**src/rtl/mem_access_sequencer.sv**
```systemverilog
// Memory read/write sequencer between the Mini SRC control unit, memory and the MDR.
// Optional wait-state timeout is compiled in with `define MEM_TIMEOUT_EN.
module mem_access_sequencer #(
    parameter int unsigned ADDR_W         = 9,
    parameter int unsigned TIMEOUT_CYCLES = 16
) (
    input  logic              clock,
    input  logic              clear,
    input  logic              rd_req,
    input  logic              wr_req,
    input  logic [ADDR_W-1:0] addr,
    input  logic              mem_ready,
    output logic              busy,
    output logic              done,
    output logic [ADDR_W-1:0] mem_addr,
    output logic              mem_read,
    output logic              mem_write,
    output logic              mdr_read,
    output logic              mdr_load,
    output logic              err
);

    typedef enum logic [2:0] {
        StIdle,
        StRdWait,
        StRdLatch,
        StWrWait,
        StDone
    } state_t;

    state_t state, state_nxt;
    logic   accept;
    logic   timeout;
    logic   to_err;

    assign accept = (state == StIdle) && (rd_req || wr_req);

`ifdef MEM_TIMEOUT_EN
    localparam int unsigned CntW = $clog2(TIMEOUT_CYCLES + 1);
    logic [CntW-1:0] wait_cnt;

    assign timeout = (wait_cnt == CntW'(TIMEOUT_CYCLES - 1));

    // Counter sits at zero outside the wait states, so it is clear on every entry.
    always_ff @(posedge clock or posedge clear) begin
        if (clear) begin
            wait_cnt <= '0;
        end else if (state == StRdWait || state == StWrWait) begin
            wait_cnt <= wait_cnt + 1'b1;
        end else begin
            wait_cnt <= '0;
        end
    end

    always_ff @(posedge clock or posedge clear) begin
        if (clear) begin
            err <= 1'b0;
        end else if (accept) begin
            err <= 1'b0;
        end else if (to_err) begin
            err <= 1'b1;
        end
    end
`else
    assign timeout = 1'b0;
    assign err     = 1'b0;
`endif

    // Ready takes priority over timeout in the wait states.
    always_comb begin
        state_nxt = state;
        to_err    = 1'b0;
        unique case (state)
            StIdle: begin
                if (rd_req) begin
                    state_nxt = StRdWait;
                end else if (wr_req) begin
                    state_nxt = StWrWait;
                end
            end
            StRdWait: begin
                if (mem_ready) begin
                    state_nxt = StRdLatch;
                end else if (timeout) begin
                    state_nxt = StDone;
                    to_err    = 1'b1;
                end
            end
            StRdLatch: state_nxt = StDone;
            StWrWait: begin
                if (mem_ready) begin
                    state_nxt = StDone;
                end else if (timeout) begin
                    state_nxt = StDone;
                    to_err    = 1'b1;
                end
            end
            StDone:  state_nxt = StIdle;
            default: state_nxt = StIdle;
        endcase
    end

    // Outputs are registered from the next state so they line up with the state register.
    always_ff @(posedge clock or posedge clear) begin
        if (clear) begin
            state     <= StIdle;
            busy      <= 1'b0;
            done      <= 1'b0;
            mem_read  <= 1'b0;
            mem_write <= 1'b0;
            mdr_read  <= 1'b0;
            mdr_load  <= 1'b0;
            mem_addr  <= '0;
        end else begin
            state     <= state_nxt;
            busy      <= (state_nxt != StIdle);
            done      <= (state_nxt == StDone);
            mem_read  <= (state_nxt == StRdWait) || (state_nxt == StRdLatch);
            mem_write <= (state_nxt == StWrWait);
            mdr_read  <= (state_nxt == StRdLatch);
            mdr_load  <= (state_nxt == StRdLatch);
            if (accept) begin
                mem_addr <= addr;
            end
        end
    end

endmodule
```
**config.mk**
```make
export PLATFORM = sky130hd
export DESIGN_NAME = mem_access_sequencer
export DESIGN_NICKNAME = d
export VERILOG_FILES = /design/src/rtl/mem_access_sequencer.sv
export SDC_FILE = /design/constraint.sdc
export NUM_CORES = 1
export LEC_CHECK = 0
export BUFFER_PORTS_ARGS = -buffer_cell sky130_fd_sc_hd__clkbuf_2
export CORE_MARGIN = 5
export CORE_UTILIZATION = 45
export DETAILED_ROUTE_END_ITERATION = 7
export GPL_TIMING_DRIVEN = 0
export PLACE_DENSITY = 0.73
export SYNTH_ARGS = -nofsm -noshare
export SYNTH_HDL_FRONTEND = slang
export SYNTH_SLANG_ARGS = --single-unit
```
**constraint.sdc**
```tcl
create_clock -name clock -period 3.7 [get_ports clock]
set_input_delay 0.37 -clock clock [delete_from_list [all_inputs] [get_ports clock]]
set_output_delay 0.37 -clock clock [all_outputs]
set_load 0.1 [all_outputs]
```
* Word level (Yosys, flattened, before mapping)
Index checks and enable logic that the tools add are counted.
Storage, ports and cells: logic and storage cells 24, input port bits 14, bits in read-only memories 0, output and inout port bits 16, bits in registers 17, memories 0, latch bits 0, memory bits (writable) 0
Operators by class: magnitude comparators 0, multiplexer cells 5, shifts and indexed selects 0, divide/modulo/power cells 0, bitwise logic cells 0, multipliers 0, reductions and logical operators 5, equality and inequality tests 7, $add $sub $neg 0
Operators by type and width (number):
- $eq 3x2->1 const B | 4
- $mux 3 | 4
- $pmux 3 s4 | 1
- $eq 3x1->1 const B | 2
- $eq 3x3->1 const B | 1
- $logic_not 3->1 | 1
- $reduce_bool 3->1 | 1
- $logic_or 1x1->1 | 2
- $logic_and 1x1->1 | 1

* Longest topological paths before layout
Gate-level depths: netlist of the first run.
word-level depth 5, gate-level depth with buffers 4, depth with buffers taken out 3

* Worst setup path after synthesis of the first run
Ideal clock, no wire load.
path kind flip-flop to output port, start point register mdr_load (netlist name), end point output mdr_read, slack 2.006 ns, cell stages (with the launch flop) 2, data arrival time 1.324 ns, path buffers 1, data required time 3.330 ns, cells stage by stage dfrtp_1 buf_4
RTL lines:
- end, declared | RTL line 18 | output logic mdr_read,

* Worst setup path after layout of the first run
start point register state[2], end point register mem_addr[1]
Between the ends: word-level cells in the longest chain between the ends 2
Ends and longest elaborated chain:
- start, declared | RTL line 31 | state_t state, state_nxt;
- start signal, assigned | RTL line 106 | state <= StIdle;
- start signal, assigned | RTL line 115 | state <= state_nxt;
- $logic_not 3->1 | RTL line 36 | assign accept = (state == StIdle) && (rd_req || wr_req);
- $logic_and 1x1->1 | RTL line 36
- end signal, assigned | RTL line 123 | mem_addr <= addr;
- end, declared | RTL line 15 | output logic [ADDR_W-1:0] mem_addr,
Every way passes these cells. A chain may end at the register's enable or synchronous reset.

==> impl_summary.txt, run 1 <==
----------------------------------------------------
[Global route]
  Global-route wire length before repair ... around 2200 microns
  Antenna violations before repair ... 0
  Global-route congestion overflow total ... 0
  Largest net degree at the start of global routing ... 18
  Total Routing Usage GR ... 0.121
  Via count of the first global-routing pass ... ~490

[Synthesis]
  Post-synthesis area per instance ... 13.4 sq um
  Number of nets in the synthesized netlist ... 65
  Count of warnings emitted by yosys ... 0
  Library cell with the highest instance count after synthesis ... dfrtp_1
  Register bit total from synthesis ... 17
  Distinct cell type count of the synthesized netlist ... 16
  Most frequent cells after synthesis ... dfrtp_1 (17), mux2_2 (9), nand2_1 (4)
  Post-synth top flop ... dfrtp_1
  Fraction of registers with async set/reset ... 1.00
  Sequential share of the synthesized area ... 0.623
  Cells taking the most area after synthesis ... dfrtp_1 (62%), mux2_2 (15%), nor4_4 (3.1%)
  Post-synth EDFFs ... 0
  Proportion of netlist area held by the largest area contributor ... 0.623
  Cell type contributing the most total cell area after synthesis ... dfrtp_1
  Mapped Area ... 683 sq um
  Mapped Cells ... 51

[Worst setup path]
  Data required time at the worst endpoint ... approximately 3900 ps
  Biggest fanout along the worst timing path ... 10
  Signal arrival time at the worst endpoint ... 1830 ps
  Worst reg2reg path depth ... 3
  Category of the worst setup path launch point ... flip-flop
  Kind of capture point of the worst setup path ... flip-flop
  Critical Setup Path Class ... flip-flop to flip-flop

[Route]
  Vias ... 474
  Remaining DRCs ... 0
  Average via count per standard cell ... 4.79
  WL/cell ... 12.1 microns
  Total Routed Length ... 1200 microns
  Violation count after the first detailed-routing iteration ... 4
  Antenna-violating nets left ... 0
  Length of the first detailed-routing pass in iterations ... 4

[Floorplan]
  Initial cell density of the core ... 0.464
  Floorplan die area ... 2400 sq um
  Core Area ... 1470 sq um
  Placement Rows ... 14
  Top-Level Pins ... 30
  Die X-Extent ... 49.0 microns
  Vertical die dimension ... about 50 microns

[STA]
  Hold slack final ... 115 ps
  Unrepaired setup endpoints after global routing ... no
  Actual slew at the worst max-slew pin ... 640 ps
  Max-Slew Margin vs Limit ... 0.570
  Total setup violations reported at the end of the flow ... 0
  Clock skew ... 0.925 ps
  Pins over their slew limit ... 0
  Maximum clock frequency ... ~610 MHz
  Min Tclk post-route ... about 1600 ps
  Final total negative setup slack ... 0 ps
  Final worst-path cycle share ... 0.444
  Final hold violations ... 0

[CTS]
  Quantity of gates resized following cts ... 0
  CTS clock-pin slew for the worst setup and hold paths ... 90 ps
  Depth of the CTS H-tree ... 1
  Number of buffers on the longest clock path ... 2
  Quantity of hold-fixing buffers added after cts ... 0
  Buffers inserted by post-CTS timing repair ... 0
  CTS Sinks ... 17
  TritonCTS clock tree ... yes
  Root Driver ... clkbuf_4
  Number of CTS-inserted buffers ... 3
  Later-pin clock latency in the skew report ... roughly 290 ps

[Layout]
  Share of post-route cells with drive strength above 1 ... 0.554
  Layout overhead on the synthesized area ... 27.3%
  Diode insertion count for antenna repair ... 0
  Final net count ... 98
  Filler Cells Inserted ... 140

[Status]
  Run status ... finished clean

[Placed design]
  Half-perimeter wire length after detailed placement ... approximately 930 microns
  Port buffer count ... 28
  RD Place Congestion ... 0.662

[Run]
  Reported max-cap violation count ... 0

[Hold path]
  Hold Crit Class ... primary input to asynchronous set/reset pin

----------------------------------------------------
-- placed cells by master (no fill, tap or decap), drive strengths merged --
master,n
a21oi,3
buf,4
clkbuf,32
conb,1
dfrtp,17
inv,2
mux2,9
nand2,4
nor2,2
nor2b,1
nor3,3
nor3b,2
nor4,1
o21ba,1
xor2,1
-- cell families after synthesis --
family / count (synthesis) / synth area share
AOI/OAI and AO/OA: 4 / 0.0366
buffers and inverters: 6 / 0.0568
xor gates and xnor gates: 1 / 0.0128
other: 1 / 0.00549
and+or+nand+nor: 13 / 0.117
muxes: 9 / 0.148
DFF: 17 / 0.623
-- through the flow --
stage | std cells | instance area (sq um) | utilization | setup slack [ps]
after global routing | 99 | 870 | 0.591 | 1980
final | 99 | 870 | 0.591 | 2060
after global placement | 95 | 843 | 0.573 | 2040
after CTS | 99 | 870 | 0.591 | 2040
after detailed placement | 95 | 843 | 0.573 | 2050
after floorplan | 51 | 683 | - | 2010
-- worst max-delay path, stage by stage (launching register included) --
cell and delay (ps):
dfrtp_1 380, buf_6 140, nor4_4 610, mux2_2 410
-- flip-flops by register name, indices dropped and copies added, names as in the netlist --
signal	flops
done	1
state	3
mem_write	1
mem_addr	9
busy	1
mem_read	1
mdr_load	1
-- path summary, 6_finish.rpt --
kind,startpoint,end,slack (ps)
min in group clock,addr[6],mem_addr[6]$_DFFE_PP0P_,300
max in group asynchronous,clear,mem_addr[5]$_DFFE_PP0P_,3190
setup / recovery,state[2]$_DFF_PP0_,mem_addr[1]$_DFFE_PP0P_,2060
hold / removal,clear,mem_addr[4]$_DFFE_PP0P_,120
hold reg to reg,mem_addr[2]$_DFFE_PP0P_,mem_addr[2]$_DFFE_PP0P_,520
setup reg to reg,state[2]$_DFF_PP0_,mem_addr[1]$_DFFE_PP0P_,2060
-- per-layer routing --
| metal | up-vias | global-route usage | routed length [microns] |
|---|---|---|---|
| li1 | 232 | - | - |
| met1 | 222 | 0.130 | 471 |
| met2 | 15 | 0.187 | 603 |
| met3 | 5 | 0.0367 | 68 |
| met4 | 0 | 0.108 | 57 |
| met5 | - | 0 | 0 |
-- area by class of cell --
cell class,count,area (sq um),area share
multi-input cells,28,219,0.252
plain buffers,4,31.3,0.0360
flip-flops and latches,17,425,0.489
well taps,16,20.0,0.0230
inverters,2,7.51,0.00863
repair buffers,28,140,0.161
clock buffers,4,26.3,0.0302
Power of run 1 is not shown: default switching activity piles up to over one toggle a cycle in this logic, so the estimate is an artifact.
==> run 2: changes to the inputs <==
- ABC_AREA: default -> 1
- CORE_UTILIZATION: 45 -> 41
- PLACE_DENSITY: 0.73 -> 0.69
- clock period: 3.7 -> 1.4 ns (I/O delays scaled with it)
==> run 2 against run 1 <==
Net effect:
- setup slack worse by 2000 ps
- first-iteration DRC count stayed put
- die area rose by 13%
- routed wire length up 16%
- cell area grew 7.9%
==> impl_summary.txt, run 2 <==
----------------------------------------------------
[Status]
  Run status ... finished clean

[Route]
  Length of the first detailed-routing pass in iterations ... 3 (-1)
  Violation count after the first detailed-routing iteration ... 4 (unchanged)
  Remaining DRCs ... 0 (unchanged)
  WL/cell ... 9.88 microns (-18%)
  Antenna-violating nets left ... 0 (unchanged)
  Total Routed Length ... 1390 microns (+16%)
  Vias ... 577 (+22%)
  Average via count per standard cell ... 4.09 (-15%)

[Synthesis]
  Adder and majority gate portion of the synthesized area ... 0 (unchanged)
  Mapped Cells ... 83 (+63%)
  Sequential share of the synthesized area ... 0.584 (-0.0385)
  Cells taking the most area after synthesis ... dfrtp_1 (58%), inv_1 (10%), nand2_1 (10%)
  Dominant combinational cell family by area after synthesis ... simple AND/OR/NAND/NOR gates
  Count of warnings emitted by yosys ... 0 (unchanged)
  Synthesized-area fraction occupied by ao, oa, aoi and oai cells ... 0.0756 (+0.0390)
  Post-synthesis mux area share ... 0 (-0.148)
  Distinct cell type count of the synthesized netlist ... 15 (-1)
  Cell type contributing the most total cell area after synthesis ... dfrtp_1
  Post-synth EDFFs ... 0 (unchanged)
  Simple logic cell fraction of the synthesized area ... 0.184 (+0.0666)
  Number of nets in the synthesized netlist ... 97 (+49%)
  Proportion of netlist area held by the largest area contributor ... 0.584 (-0.0385)
  Mapped Area ... 728 sq um (+6.6%)
  Fraction of registers with async set/reset ... 1.00 (unchanged)
  Post-synthesis area per instance ... 8.77 sq um (-35%)
  Post-Synth XOR/XNOR Area ... 0 (-0.0128)
  Register bit total from synthesis ... 17 (unchanged)
  Most frequent cells after synthesis ... inv_1 (20), nand2_1 (20), dfrtp_1 (17)
  Post-synth top flop ... dfrtp_1

[Floorplan]
  Die X-Extent ... 52.1 microns (+6.5%)
  Core Area ... 1710 sq um (+16%)
  Vertical die dimension ... 52.1 microns (+6.5%)
  Initial cell density of the core ... 0.426 (-0.0379)
  Top-Level Pins ... 30 (unchanged)
  Floorplan die area ... 2720 sq um (+13%)
  Placement Rows ... 15 (+1)

[Global route]
  Via count of the first global-routing pass ... 587 (+20%)
  Global-route congestion overflow total ... 0 (unchanged)
  Antenna violations before repair ... 0 (unchanged)
  Global-route wire length before repair ... 2400 microns (+9.8%)
  Total Routing Usage GR ... 0.119 (-0.00150)
  Largest net degree at the start of global routing ... 18 (unchanged)

[STA]
  Actual slew at the worst max-slew pin ... 624 ps (-16.3 ps)
  Pins over their slew limit ... 0 (unchanged)
  Clock skew ... 7.56 ps (+6.63 ps)
  Unrepaired setup endpoints after global routing ... no
  Final worst-path cycle share ... 0.936
  Max-Slew Margin vs Limit ... 0.583 (+0.0136)
  Min Tclk post-route ... 1310 ps
  Final hold violations ... 0 (unchanged)
  Total setup violations reported at the end of the flow ... 0 (unchanged)
  Final total negative setup slack ... 0 ps (unchanged)
  Maximum clock frequency ... ~760 MHz

[Placed design]
  Half-perimeter wire length after detailed placement ... 1110 microns (+20%)
  Port buffer count ... 28 (unchanged)
  RD Place Congestion ... 0.847 (+28%)
  Placement-stage cell area ... 901 sq um (+6.8%)
  Placed cell count ... 136 (+43%)

[Worst setup path]
  Signal arrival time at the worst endpoint ... 1170 ps (-660 ps)
  Biggest fanout along the worst timing path ... 2 (-8)
  Kind of capture point of the worst setup path ... primary output
  Category of the worst setup path launch point ... flip-flop
  Data required time at the worst endpoint ... 1260 ps (-2620 ps)
  Critical Setup Path Class ... flip-flop to primary output

[Layout]
  Final standard cell count with taps included and fillers excluded ... 141 (+42%)
  Share of post-route cells with drive strength above 1 ... 0.353 (-0.201)
  Registers with the highest flip-flop counts ... mem_addr x9, state x3
  Final design instance area without fill ... 938 sq um (+7.9%)
  Diode insertion count for antenna repair ... 0 (unchanged)
  Largest register by flop count ... mem_addr
  Final net count ... 131 (+34%)
  Commonest non-fill, non-tap cells in the layout ... clkbuf_2 (28), inv_1 (20), nand2_1 (20)
  Leading cell type in the layout, fill and taps excluded ... clkbuf_2
  Number of flip-flops in the largest register ... 9 (unchanged)
  Layout overhead on the synthesized area ... 28.9%

[CTS]
  Later-pin clock latency in the skew report ... 280 ps (about the same)
  Quantity of gates resized following cts ... 0 (unchanged)
  CTS clock-pin slew for the worst setup and hold paths ... 100 ps (about the same)
  Number of buffers on the longest clock path ... 2 (unchanged)
  CTS Sinks ... 17 (unchanged)
  Root Driver ... clkbuf_4
  TritonCTS clock tree ... yes
  Number of CTS-inserted buffers ... 3 (unchanged)
  Depth of the CTS H-tree ... 1 (unchanged)

[Hold path]
  Hold Crit Class ... primary input to flip-flop

[Run]
  Reported max-cap violation count ... 0 (unchanged)

----------------------------------------------------
run 2: cell families after synthesis:
family,after synthesis
buf+inv,25
compound gates,11
flops,17
other cells,1
simple gates,29
run 2: final timing paths:
check                                        start                 endpoint  slack [ps]  cells past startpoint
setup / recovery                mdr_load$_DFF_PP0_                 mdr_read          90                      2
hold / removal                             addr[5]  mem_addr[5]$_DFFE_PP0P_          60                      3
setup reg to reg                state[1]$_DFF_PP0_           busy$_DFF_PP0_         250                      4
hold reg to reg            mem_addr[0]$_DFFE_PP0P_  mem_addr[0]$_DFFE_PP0P_         490                      2
max in group asynchronous                    clear       mdr_load$_DFF_PP0_         490                      3
min in group asynchronous                    clear  mem_addr[5]$_DFFE_PP0P_         470                      3
run 2: layout make-up:
class	instances	area [sq um]
fillers	175	769
multi-input cells	41	193
well taps	25	31.3
plain buffers	4	31.3
clock inverters	1	5.00
flip-flops and latches	17	427
inverters	21	78.8
clock buffers	3	22.5
repair buffers	29	150
run 2: stage by stage:
stage	hold WS, ps	util	setup slack, ps
CTS	52.5	0.549	73.2
finish	57.5	0.549	89.1
global route	53.1	0.549	22.6
floorplan	66.0	-	223
detailed placement	234	0.527	252
global placement	225	0.527	284
run 2: routing by layer:
metal | share of wire | GRT usage
met5 | 0 | 0
met4 | 0.0079 | 0.0383
met3 | 0.11 | 0.0487
met2 | 0.50 | 0.205
met1 | 0.39 | 0.132
run 2: repair_timing:
action,4_1_cts,5_1_grt
endpoints found under the hold margin,17,0
hold buffers,1,0
endpoints found under the setup margin,0,0
setup buffers,0,0
run 2: worst max-delay path, cell delays in order, from the launching register on:
cell,delay (ps)
dfrtp_2,360
buf_4,90
clkbuf_2,440
Power of run 2 is left out for the same reason.
==> run 3: changes to the inputs <==
- REMOVE_ABC_BUFFERS: default -> 1
==> run 3 against run 2 <==
Net effect:
- largest cell class unchanged
- worst hold slack got worse by 3.4 ps
- first-iteration DRC count is 25% higher
- flip-flop and latch count did not move
- highest routed layer unchanged
- clock skew up 2.3 ps
- core utilization is 1.5 points lower
- via count fell by 0.69%
- critical path depth is 1 lower
- setup slack better by 49 ps
- register-to-register slack got worse by 30 ps
- non-clock buffer count down 4
- clock-buffer cell count is the same
- critical path type unchanged
==> impl_summary.txt, run 3 (same netlist as run 2, synthesis figures left out) <==
----------------------------------------------------
[Status]
  Run status ... finished clean

[CTS]
  Depth of the CTS H-tree ... 1 (unchanged)
  Root Driver ... clkbuf_4
  Later-pin clock latency in the skew report ... 290 ps (about the same)
  CTS clock-pin slew for the worst setup and hold paths ... 100 ps (about the same)
  Buffers inserted by post-CTS timing repair ... 0 (unchanged)
  Number of CTS-inserted buffers ... 3 (unchanged)
  CTS Sinks ... 17 (unchanged)
  TritonCTS clock tree ... yes
  Number of buffers on the longest clock path ... 2 (unchanged)

[Floorplan]
  Top-Level Pins ... 30 (unchanged)
  Vertical die dimension ... 52.1 microns (unchanged)
  Core Area ... 1710 sq um (unchanged)
  Floorplan die area ... 2720 sq um (unchanged)
  Placement Rows ... 15 (unchanged)
  Initial cell density of the core ... 0.426 (unchanged)
  Die X-Extent ... 52.1 microns (unchanged)

[Layout]
  Commonest non-fill, non-tap cells in the layout ... clkbuf_2 (28), inv_1 (20), nand2_1 (20)
  Registers with the highest flip-flop counts ... mem_addr x9, state x3
  Leading cell type in the layout, fill and taps excluded ... clkbuf_2
  Share of post-route cells with drive strength above 1 ... 0.321 (-0.0320)
  Final net count ... 127 (-3.1%)
  Largest register by flop count ... mem_addr
  Final standard cell count with taps included and fillers excluded ... 137 (-2.8%)
  Number of flip-flops in the largest register ... 9 (unchanged)
  Diode insertion count for antenna repair ... 0 (unchanged)
  Layout overhead on the synthesized area ... 25.4%

[Global route]
  Met3 Use GR ... 0.0344 (-0.0143)
  Antenna violations before repair ... 0 (unchanged)
  Largest net degree at the start of global routing ... 21 (+3)
  Total Routing Usage GR ... 0.114 (-0.00530)
  Most Used Layer, Global Route ... met2
  GR Layer Usage met1 ... 0.124 (-0.00862)
  GR Layer Usage met2 ... 0.182 (-0.0230)
  Global-route congestion overflow total ... 0 (unchanged)
  Via count of the first global-routing pass ... 544 (-7.3%)
  Global-route wire length before repair ... 2180 microns (-9.2%)

[Placed design]
  Pre-CTS setup slack ... 142 ps (-110 ps)
  RD Place Congestion ... 0.710 (-16%)
  Placed cell count ... 132 (-2.9%)
  Half-perimeter wire length after detailed placement ... 985 microns (-11%)
  Port buffer count ... 28 (unchanged)

[STA]
  Clock skew ... 9.84 ps (+2.29 ps)
  Final hold violations ... 0 (unchanged)
  Total setup violations reported at the end of the flow ... 0 (unchanged)
  Actual slew at the worst max-slew pin ... 608 ps (-15.9 ps)
  Worst path setup slack after routing ... 138 ps (+49.4 ps)
  Final worst-path cycle share ... 0.901 (-0.0353)
  Max-Slew Margin vs Limit ... 0.594 (+0.0106)
  Maximum clock frequency ... 793 MHz (+3.9%)
  Min Tclk post-route ... 1260 ps (-49.4 ps)
  Pins over their slew limit ... 0 (unchanged)
  Unrepaired setup endpoints after global routing ... no

[Route]
  Average via count per standard cell ... 4.18 (+2.2%)
  Antenna-violating nets left ... 0 (unchanged)
  Vias ... 573 (-0.69%)
  WL/cell ... 9.53 microns (-3.6%)
  Length of the first detailed-routing pass in iterations ... 4 (+1)
  Violation count after the first detailed-routing iteration ... 5 (+1)
  Total Routed Length ... 1310 microns (-6.3%)
  Remaining DRCs ... 0 (unchanged)

[Worst setup path]
  Category of the worst setup path launch point ... flip-flop
  Kind of capture point of the worst setup path ... primary output
  Slowest stage cell on the critical path ... clkbuf_2
  Critical path's top delay family ... buffers and inverters
  Worst reg2reg path depth ... 6 (+2)
  List of cells traversed by the critical path ... clkbuf_2
  Register-to-register setup slack ... 220 ps (-30 ps)
  Biggest fanout along the worst timing path ... 2 (unchanged)
  Worst Path Buf+Inv ... 1 (-1)
  Critical Setup Path Class ... flip-flop to primary output
  Count of cell instances traversed by the critical path ... 1 (-1)
  Delay of the slowest cell on the worst path ... 460 ps (+20 ps)
  Signal arrival time at the worst endpoint ... 1120 ps (-50 ps)
  Data required time at the worst endpoint ... 1260 ps (about the same)

[Run]
  Reported max-cap violation count ... 0 (unchanged)

[Hold path]
  Hold Crit Depth ... 3 (unchanged)
  Hold Crit Class ... primary input to flip-flop

----------------------------------------------------
run 3: path summary, 6_finish.rpt:
| kind | from | endpoint |
|---|---|---|
| max in group asynchronous | clear | busy$_DFF_PP0_ |
| min in group asynchronous | clear | mem_addr[8]$_DFFE_PP0P_ |
| hold / removal | addr[2] | mem_addr[2]$_DFFE_PP0P_ |
| setup / recovery | mem_addr[3]$_DFFE_PP0P_ | mem_addr[3] |
| setup reg to reg | state[0]$_DFF_PP0_ | busy$_DFF_PP0_ |
| hold reg to reg | mem_addr[8]$_DFFE_PP0P_ | mem_addr[8]$_DFFE_PP0P_ |
run 3: layout make-up:
class | count | area (sq um)
well taps | 25 | 31.3
fillers | 175 | 795
inverters | 21 | 78.8
repair buffers | 29 | 150
flip-flops and latches | 17 | 425
multi-input cells | 41 | 200
clock inverters | 1 | 5.00
clock buffers | 3 | 22.5
run 3: stage by stage:
step                setup TNS [ps]  cell area [sq um]  hold WS [ps]  utilization
global placement                 0                868           227        0.508
detailed placement               0                868           235        0.508
global route                     0                913          51.4        0.535
floorplan                     -437                697          66.1            -
CTS                              0                906          46.4        0.530
finish                           0                913          54.1        0.535
run 3: per-layer routing:
layer | vias up | wire (microns) | part of all wire
li1 | 298 | - | -
met1 | 256 | 530 | 0.41
met2 | 15 | 687 | 0.53
met3 | 4 | 48 | 0.037
met4 | 0 | 38 | 0.029
met5 | - | 0 | 0
run 3: timing repair:
action	CTS	global route
hold buffers	1	0
resized for setup	0	1
endpoints found under the hold margin	17	0
setup endpoints to repair	0	1
Power of run 3 is left out for the same reason.
